File: src/rtl/sub2_ctrl_pkg.sv
// Shared types and constants for the sub2 coefficient sequencer.
package sub2_ctrl_pkg;

    localparam int unsigned N_A_DEF = 5;
    localparam int unsigned N_B_DEF = 3;
    localparam int unsigned DW_DEF  = 8;
    localparam int unsigned AW_DEF  = 4;

    localparam int unsigned ADDR_A_BASE = 0;
    localparam int unsigned ADDR_B_BASE = 8;

    typedef logic [DW_DEF-1:0] coef_t;
    typedef coef_t [N_A_DEF-1:0] coef_a_t;
    typedef coef_t [N_B_DEF-1:0] coef_b_t;

    typedef enum logic [1:0] {
        IDLE,
        WAIT_SYNC,
        ACK
    } state_e;

endpackage

File: src/rtl/sub2_param_bank.sv
// Shadow/active coefficient register pair: address-decoded shadow writes,
// whole-set copy into the active bank on copy_i.
module sub2_param_bank
    import sub2_ctrl_pkg::*;
#(
    parameter int unsigned N_A = N_A_DEF,
    parameter int unsigned N_B = N_B_DEF,
    parameter int unsigned DW  = DW_DEF,
    parameter int unsigned AW  = AW_DEF
) (
    input  logic                    clk,
    input  logic                    rst,
    input  logic                    we_i,
    input  logic [AW-1:0]           addr_i,
    input  logic [DW-1:0]           data_i,
    input  logic                    copy_i,
    output logic                    hit_o,
    output logic [N_A-1:0][DW-1:0]  active_a_o,
    output logic [N_B-1:0][DW-1:0]  active_b_o
);

    logic [N_A-1:0][DW-1:0] shadow_a_q, shadow_a_d, active_a_q, active_a_d;
    logic [N_B-1:0][DW-1:0] shadow_b_q, shadow_b_d, active_b_q, active_b_d;

    always_comb begin
        shadow_a_d = shadow_a_q;
        shadow_b_d = shadow_b_q;
        hit_o      = 1'b0;
        for (int unsigned i = 0; i < N_A; i++) begin
            if (addr_i == AW'(ADDR_A_BASE + i)) begin
                hit_o = 1'b1;
                if (we_i) shadow_a_d[i] = data_i;
            end
        end
        for (int unsigned i = 0; i < N_B; i++) begin
            if (addr_i == AW'(ADDR_B_BASE + i)) begin
                hit_o = 1'b1;
                if (we_i) shadow_b_d[i] = data_i;
            end
        end
        active_a_d = copy_i ? shadow_a_q : active_a_q;
        active_b_d = copy_i ? shadow_b_q : active_b_q;
    end

    always_ff @(posedge clk) begin
        if (rst) begin
            shadow_a_q <= '0;
            shadow_b_q <= '0;
            active_a_q <= '0;
            active_b_q <= '0;
        end else begin
            shadow_a_q <= shadow_a_d;
            shadow_b_q <= shadow_b_d;
            active_a_q <= active_a_d;
            active_b_q <= active_b_d;
        end
    end

    assign active_a_o = active_a_q;
    assign active_b_o = active_b_q;

endmodule

File: src/rtl/sub2_param_ctrl.sv
// Config sequencer for sub2: host writes land in shadow registers and are
// applied atomically on frame_sync (or forced after SYNC_TIMEOUT cycles).
module sub2_param_ctrl
    import sub2_ctrl_pkg::*;
#(
    parameter int unsigned N_A          = N_A_DEF,
    parameter int unsigned N_B          = N_B_DEF,
    parameter int unsigned DW           = DW_DEF,
    parameter int unsigned AW           = AW_DEF,
    parameter int unsigned SYNC_TIMEOUT = 255
) (
    input  logic                    clk,
    input  logic                    rst,
    input  logic                    cfg_valid,
    output logic                    cfg_ready,
    input  logic [AW-1:0]           cfg_addr,
    input  logic [DW-1:0]           cfg_data,
    output logic                    cfg_err,
    input  logic                    commit_req,
    output logic                    commit_ack,
    output logic                    commit_busy,
    input  logic                    frame_sync,
    output logic                    cfg_pending,
    output logic                    timeout_err,
    output logic [N_A-1:0][DW-1:0]  param_a,
    output logic [N_B-1:0][DW-1:0]  param_b
);

    localparam int unsigned CW = $clog2(SYNC_TIMEOUT + 1);

    state_e          state_q, state_d;
    logic [CW-1:0]   cnt_q, cnt_d;
    logic            tmo_q, tmo_d;
    logic            pend_q, pend_d;
    logic            err_q, err_d;
    logic            copy;
    logic            accept;
    logic            hit;

    assign cfg_ready = (state_q == IDLE);
    assign accept    = cfg_valid && cfg_ready;

    sub2_param_bank #(
        .N_A (N_A),
        .N_B (N_B),
        .DW  (DW),
        .AW  (AW)
    ) u_bank (
        .clk        (clk),
        .rst        (rst),
        .we_i       (accept),
        .addr_i     (cfg_addr),
        .data_i     (cfg_data),
        .copy_i     (copy),
        .hit_o      (hit),
        .active_a_o (param_a),
        .active_b_o (param_b)
    );

    always_comb begin
        state_d = state_q;
        cnt_d   = cnt_q;
        tmo_d   = tmo_q;
        copy    = 1'b0;
        unique case (state_q)
            IDLE: begin
                if (commit_req) begin
                    state_d = WAIT_SYNC;
                    cnt_d   = '0;
                    tmo_d   = 1'b0;
                end
            end
            WAIT_SYNC: begin
                // Counter holds at the forced-apply value instead of wrapping.
                if (frame_sync) begin
                    copy    = 1'b1;
                    state_d = ACK;
                end else if (cnt_q == CW'(SYNC_TIMEOUT - 1)) begin
                    copy    = 1'b1;
                    tmo_d   = 1'b1;
                    state_d = ACK;
                end else begin
                    cnt_d = cnt_q + 1'b1;
                end
            end
            ACK:     state_d = IDLE;
            default: state_d = IDLE;
        endcase
        err_d  = accept && !hit;
        pend_d = copy ? 1'b0 : ((accept && hit) ? 1'b1 : pend_q);
    end

    always_ff @(posedge clk) begin
        if (rst) begin
            state_q <= IDLE;
            cnt_q   <= '0;
            tmo_q   <= 1'b0;
            pend_q  <= 1'b0;
            err_q   <= 1'b0;
        end else begin
            state_q <= state_d;
            cnt_q   <= cnt_d;
            tmo_q   <= tmo_d;
            pend_q  <= pend_d;
            err_q   <= err_d;
        end
    end

    assign commit_ack  = (state_q == ACK);
    assign commit_busy = (state_q != IDLE);
    assign cfg_pending = pend_q;
    assign timeout_err = tmo_q;
    assign cfg_err     = err_q;

endmodule

File: config.mk
export PLATFORM = sky130hd
export DESIGN_NAME = sub2_param_ctrl
export DESIGN_NICKNAME = d
export VERILOG_FILES = /design/src/rtl/sub2_ctrl_pkg.sv /design/src/rtl/sub2_param_bank.sv /design/src/rtl/sub2_param_ctrl.sv
export SDC_FILE = /design/constraint.sdc
export NUM_CORES = 1
export LEC_CHECK = 0
export CAP_MARGIN = 10
export CELL_PAD_IN_SITES_DETAIL_PLACEMENT = 0
export CELL_PAD_IN_SITES_GLOBAL_PLACEMENT = 1
export CORE_ASPECT_RATIO = 0.75
export CORE_UTILIZATION = 38
export DETAILED_ROUTE_END_ITERATION = 10
export GPL_TIMING_DRIVEN = 1
export HOLD_SLACK_MARGIN = 0.02
export PLACE_DENSITY_LB_ADDON = 0.1
export SYNTH_ARGS = -nofsm -noshare
export SYNTH_HDL_FRONTEND = slang
export SYNTH_SLANG_ARGS = --single-unit
export TNS_END_PERCENT = 100
File: constraint.sdc
create_clock -name clk -period 1.75 [get_ports clk]
set_input_delay 0.35 -clock clk [delete_from_list [all_inputs] [get_ports clk]]
set_output_delay 0.35 -clock clk [all_outputs]
set_load 0.02 [all_outputs]
==> results of run 1 <==
==> synth_stat cells, types with 4 or more instances <==
cell | instances | area [µm²]
o21ai_0 | 34 | 170
mux2i_1 | 96 | 961
nand2b_1 | 128 | 801
nand3_1 | 6 | 30.0
buf_2 | 6 | 30.0
nor2_1 | 41 | 154
dfxtp_1 | 141 | 2820
a21oi_1 | 5 | 25.0
nand2_1 | 5 | 18.8
buf_4 | 5 | 37.5
clkbuf_1 | 28 | 105
nand3b_1 | 34 | 255
clkbuf_2 | 4 | 20.0
==> through the flow <==
| step | hold slack (ps) | utilization, % | cell area [µm²] | TNS, ps |
|---|---|---|---|---|
| after floorplan | 452 | - | 5850 | 0 |
| after global placement | 458 | 48.7 | 7180 | -15880 |
| after detailed placement | 462 | 48.7 | 7180 | -16950 |
| after CTS | 332 | 53.1 | 7830 | 0 |
| after global routing | 371 | 53.5 | 7890 | -29.6 |
| final | 344 | 53.5 | 7890 | 0 |
==> worst min-delay path: cells and delay by family <==
family,cells,cell delay (ps)
buf+inv,1,100
compound gates,1,100
simple gates,2,140
==> timing repair <==
action | CTS | global route
cloned | 0 | 0
buffers inserted | 0 | 1
pin swaps | 0 | 1
gates resized for setup | 9 | 23
setup endpoints to repair | 4 | 70
==> sequential cells by signal, summed over array words and instances, names as in the netlist <==
register           flops
u_bank.active_a_o     40
u_bank.shadow_b_q     24
u_bank.shadow_a_q     40
state_q                2
u_bank.active_b_o     24
cfg_pending            1
timeout_err            1
cnt_q                  8
cfg_err                1
==> routing by layer <==
layer / vias up / routed length (µm)
met3: 12 / 468
met2: 80 / 6000
li1: 2178 / -
met5: - / 0
met4: 0 / 132
met1: 2057 / 6400
==> how the worst max path moves through the flow <==
stage,start,to,slack [ps],cells after the start
2_1_floorplan,state_q[0]$_SDFFE_PP0P_,u_bank.shadow_a_q[18]$_SDFFE_PP0P_,30,6
4_1_cts,state_q[1]$_SDFFE_PP0P_,cfg_ready,5,3
5_1_grt,cnt_q[3]$_SDFFE_PP0P_,cnt_q[4]$_SDFFE_PP0P_,-20,7
3_5_place_dp,cfg_valid,u_bank.shadow_a_q[16]$_SDFFE_PP0P_,-360,6
3_3_place_gp,cfg_valid,u_bank.shadow_a_q[16]$_SDFFE_PP0P_,-340,6
6_report,u_bank.active_b_o[9]$_SDFFE_PP0P_,param_b[9],40,1
==> kinds of logic (layout without fill, tap and decap cells) <==
logic type,count (synthesis),count (layout),share of synthesized area [%]
mux,96,96,16.4
buf+inv,49,169,4.07
compound gates,54,54,5.27
xor+xnor,1,1,0.150
flops,141,141,48.3
fa+ha+maj,2,2,0.428
simple gates,237,237,25.3
==> power breakdown <==
group / switching [µW] / leakage [µW] / internal (µW) / total [µW]
sequential: 11.5 / 0.00114 / 3240 / 3250
combinational: 258 / 0.00187 / 257 / 516
clock: 1320 / 0.000309 / 2660 / 3980
total: 1590 / 0.00332 / 6150 / 7740
==> layout make-up <==
cell class,instances,area (µm²),area share (%)
sequential,141,2830,35.8
multi-input combinational,390,2810,35.6
timing repair buffer,136,1340,17.0
clock buffer,19,433,5.49
tap,200,250,3.17
clock inverter,11,218,2.76
inverter,3,11.3,0.143
==> results.md, run 1 <==
* Status: complete, no violations
* Initial antenna violation count at 0
* Area growth syn-to-layout at 35.0%
* DRC at 0
* Worst Path Max Fanout at 2
* Post-synth EDFFs at 0
* Sink Count at 141
* Top Ports at 87
* GR Util met2 at 27.4%
* CP Cell Sequence: clkdlybuf4s50_1
* Commonest non-fill, non-tap cells in the layout: 139 x dfxtp_1, 128 x nand2b_1, 96 x mux2i_1
* Input/output buffers at 86
* Worst endpoint required time at 1400 ps
* Row cnt at 38
* DP Worst Slack at -364 ps
* Final setup viols at 0
* CP arrival at 1360 ps
* Worst path bufs/invs at 1
* Inst Count DP at 869
* R2R depth at 7
* Crit-path slowest cell: clkdlybuf4s50_1
* Die Ht at 109 µm
* Global-route wire length before repair at 20.9 mm
* Antenna cells at 0
* Worst Hold End: cnt_q[6]$_SDFFE_PP0P_
* Die area at 15900 µm²
* Filler cell count at 1338
* Core Region at 14700 µm²
* Ys flop type: dfxtp_1
* Clock Skew at 10.3 ps
* Pwr Total at 7740 µW
* Fin crit period at 1710 ps
* RePlAce Congestion at 0.786
* Share of cells above drive strength 1 at 13.7%
* ANT nets after route at 0
* Hold_sp: rst
* Met1 usage at 22.1%
* Fin crit share at 97.9%
* DR pass1 iterations at 5
* GR Overflow Total at 0
* Synth unique cells at 40
* Reg2reg start: cnt_q[5]$_SDFFE_PP0P_
* Root Buffer: clkbuf_16
* Cells after Synth at 580
* CP delay by family, top: buffers and inverters
* Sequential area share after synthesis at 48.3%
* Net Count, Synth at 599
* Overall Global Routing Usage at 16.7%
* Final hold violation count at 0
* Peak VDD IR at 0.000653 V
* Post-DP HPWL at 8.79 mm
* Mapped cell area at 5840 µm²
* Nets at 708
* Slew at the pin closest to its max-slew limit at 522 ps
* Setup crit end kind: output port
* WS Path Type: reg2out
* FF-to-FF setup slack at 80 ps
* Non-filler cells, final at 900
* Die width at 145 µm
* Syn. warnings at 0
* Via count at 4327
* Leakage power at 0.00332 µW
* F_max at 0.584 GHz
* Rel. slew slack at 65.1%
* Synth async-reset ratio at 0%
* Post-Syn Area per Cell at 10.1 µm²
* Max incr delay on CP at 620 ps
* GRT busiest layer: met2
* #FFs+latches synth at 141
* PnR worst setup slack at 36.8 ps
* DR WL/cell at 14.4 µm
* Hold Path Class: in2reg
* Max Cap Violations at 0
* Pwr dens at 981 nW/µm²
* Slew Viols, Final at 0
* Met3 track demand over resource at 3.24%
* Worst Hold Depth at 4
* Commonest non-fill, non-tap cell in the layout: dfxtp_1
* CTS buffer count at 17
* H-tree levels at 4
* Vias in the first global route at 4091
* Worst R2R End: cnt_q[3]$_SDFFE_PP0P_
* Largest net degree at the start of global routing at 86
* Initial drt markers at 181
* Clock latency on the worst-skew pair at 410 ps
* Initial Utilization at 39.6%
* Via-per-instance ratio at 4.81
* Hold Buf Count CTS at 0
* CTS Buffer Depth at 2
* CTS tree: built
* Total Wirelength at 13.0 mm
* Clock transition at path regs at 60 ps
* Setup crit start kind: register
No activity file was read; power rests on OpenSTA's default activity.
==> run 2: changes to the inputs <==
--- a/config.mk
+++ b/config.mk
@@ -13,7 +13,7 @@
 export DETAILED_ROUTE_END_ITERATION = 10
 export GPL_TIMING_DRIVEN = 1
 export HOLD_SLACK_MARGIN = 0.02
-export PLACE_DENSITY_LB_ADDON = 0.1
+export PLACE_DENSITY = 0.8
 export SYNTH_ARGS = -nofsm -noshare
 export SYNTH_HDL_FRONTEND = slang
 export SYNTH_SLANG_ARGS = --single-unit
==> results.md, run 2 (synthesis gave the netlist of run 1 again) <==
* CP arrival at 1360 ps (about the same)
* Peak VDD IR at 0.000734 V (+12%)
* GR Overflow Total at 0 (unchanged)
* CP delay by family, top: buffers and inverters
* Share of cells above drive strength 1 at 12.0% (-1.8 points)
* Core Region at 14700 µm² (unchanged)
* Crit-path slowest cell: clkdlybuf4s50_1
* Row cnt at 38 (unchanged)
* RSZ-0062 raised after global routing: true
* F_max at 0.585 GHz (+0.24%)
* R2R depth at 5 (-2)
* Initial antenna violation count at 0 (unchanged)
* Antenna cells at 0 (unchanged)
* Sink Count at 141 (unchanged)
* RePlAce Congestion at 0.793 (+0.93%)
* Status: complete, no violations
* WS Path Type: reg2out
* Clock latency on the worst-skew pair at 410 ps (about the same)
* Vias in the first global route at 4159 (+1.7%)
* FF-to-FF setup slack at 60 ps (-20 ps)
* Initial Utilization at 39.6% (unchanged)
* Worst R2R End: u_bank.shadow_a_q[19]$_SDFFE_PP0P_
* DRC at 0 (unchanged)
* DP Worst Slack at -385 ps (-20.3 ps)
* Slew at the pin closest to its max-slew limit at 532 ps (+9.69 ps)
* Fin crit period at 1710 ps (-4.07 ps)
* CP Cell Sequence: clkdlybuf4s50_1
* Worst path bufs/invs at 1 (unchanged)
* Input/output buffers at 86 (unchanged)
* Root Buffer: clkbuf_16
* Commonest non-fill, non-tap cells in the layout: 139 x dfxtp_1, 128 x nand2b_1, 96 x mux2i_1
* CTS tree: built
* Slew Viols, Final at 0 (unchanged)
* Overall Global Routing Usage at 17.4% (+0.74 points)
* Total Wirelength at 13.2 mm (+1.2%)
* Global-route wire length before repair at 21.4 mm (+2.7%)
* Die Ht at 109 µm (unchanged)
* H-tree levels at 4 (unchanged)
* Worst endpoint required time at 1400 ps (about the same)
* Via-per-instance ratio at 4.79 (-0.37%)
* Clock Skew at 9.15 ps (-1.19 ps)
* Filler cell count at 1311 (-2.0%)
* Worst Hold Depth at 2 (-2)
* DR WL/cell at 14.9 µm (+2.8%)
* Die area at 15900 µm² (unchanged)
* Cell count along the critical path at 1 (unchanged)
* Final setup viols at 0 (unchanged)
* Final hold violation count at 0 (unchanged)
* Clock transition at path regs at 60 ps (about the same)
* Die width at 145 µm (unchanged)
* Layout Utilization at 52.2% (-1.3 points)
* Hold Path Class: in2reg
* Rel. slew slack at 64.5% (-0.65 points)
* Worst Path Max Fanout at 2 (unchanged)
* DR pass1 iterations at 4 (-1)
* Post-DP HPWL at 8.62 mm (-1.9%)
* Via count at 4244 (-1.9%)
* Fin crit share at 97.7% (-0.23 points)
* Max incr delay on CP at 600 ps (-20 ps)
* PnR worst setup slack at 40.9 ps (+4.07 ps)
* Worst setup path startpoint: u_bank.active_a_o[28]$_SDFFE_PP0P_
* CP Capture Point: param_a[28]
* Setup crit start kind: register
* Initial drt markers at 202 (+12%)
* Top Ports at 87 (unchanged)
* Reg area at 2830 µm² (unchanged)
* CTS buffer count at 17 (unchanged)
* Reg2reg start: state_q[1]$_SDFFE_PP0P_
* Max Cap Violations at 0 (unchanged)
* ANT nets after route at 0 (unchanged)
* CTS Buffer Depth at 2 (unchanged)
* Commonest non-fill, non-tap cell in the layout: dfxtp_1
* Pwr dens at 913 nW/µm² (-7.0%)
* Largest net degree at the start of global routing at 105 (+22%)
* Hold Buf Count CTS at 0 (unchanged)
* Setup crit end kind: output port
* Leakage power at 0.00356 µW (+7.1%)
* Area growth syn-to-layout at 31.6%
* Area taken by multi-input logic gates at 2810 µm² (-0.13%)
* Nets at 695 (-1.8%)
run 2: area by class of cell:
class	instances	area share (%)
multi-input combinational	390	36.5
clock inverter	8	0.911
sequential	141	36.7
clock buffer	21	5.99
timing repair buffer	123	16.5
inverter	3	0.146
tap	200	3.25
run 2: worst min-delay path by stage:
stage                                               to  slack, ps                               start
finish              u_bank.shadow_b_q[17]$_SDFFE_PP0P_        370                                 rst
global route        u_bank.shadow_b_q[17]$_SDFFE_PP0P_        360                                 rst
CTS                 u_bank.shadow_b_q[17]$_SDFFE_PP0P_        340                                 rst
detailed placement  u_bank.active_b_o[10]$_SDFFE_PP0P_        460  u_bank.active_b_o[10]$_SDFFE_PP0P_
global placement    u_bank.active_a_o[29]$_SDFFE_PP0P_        460  u_bank.active_a_o[29]$_SDFFE_PP0P_
floorplan           u_bank.active_a_o[32]$_SDFFE_PP0P_        450  u_bank.shadow_a_q[32]$_SDFFE_PP0P_
run 2: metal layers:
metal  GRT usage (%)  up-vias  share of wire (%)
met3            4.19       16                3.9
met2            27.9       83                 45
li1                -     2153                  -
met1            22.6     1992                 49
met4            7.22        0                1.5
met5               0        -                  0
run 2: what timing repair did:
| item | in CTS | in global routing |
|---|---|---|
| pin swaps | 0 | 1 |
| gates cloned | 0 | 0 |
| buffers inserted | 0 | 0 |
| resized for setup | 12 | 38 |
| setup endpoints to repair | 10 | 82 |
run 2: per-stage QoR:
step | TNS (ps) | area, µm² | power (µW) | cells | hold WS [ps]
6_report | 0 | 7690 | 7020 | 886 | 371
5_1_grt | -87.0 | 7690 | 7280 | 886 | 365
4_1_cts | 0 | 7610 | 7090 | 886 | 341
2_1_floorplan | 0 | 5850 | 3620 | 580 | 452
3_3_place_gp | -17280 | 7090 | 3800 | 857 | 458
3_5_place_dp | -19440 | 7090 | 3810 | 857 | 462
run 2: power breakdown:
group          internal, µW  switching (µW)  leakage (µW)
sequential             3240            11.6       0.00114
clock                  1990            1290      0.000260
combinational           236             253       0.00216
total                  5460            1560       0.00356
==> run 3: changes to the inputs <==
--- a/config.mk
+++ b/config.mk
@@ -12,7 +12,6 @@
 export CORE_UTILIZATION = 38
 export DETAILED_ROUTE_END_ITERATION = 10
 export GPL_TIMING_DRIVEN = 1
-export HOLD_SLACK_MARGIN = 0.02
 export PLACE_DENSITY = 0.8
 export SYNTH_ARGS = -nofsm -noshare
 export SYNTH_HDL_FRONTEND = slang
==> results of run 3 <==
Same layout as run 2: the final DEF is identical, and so are final timing and power.
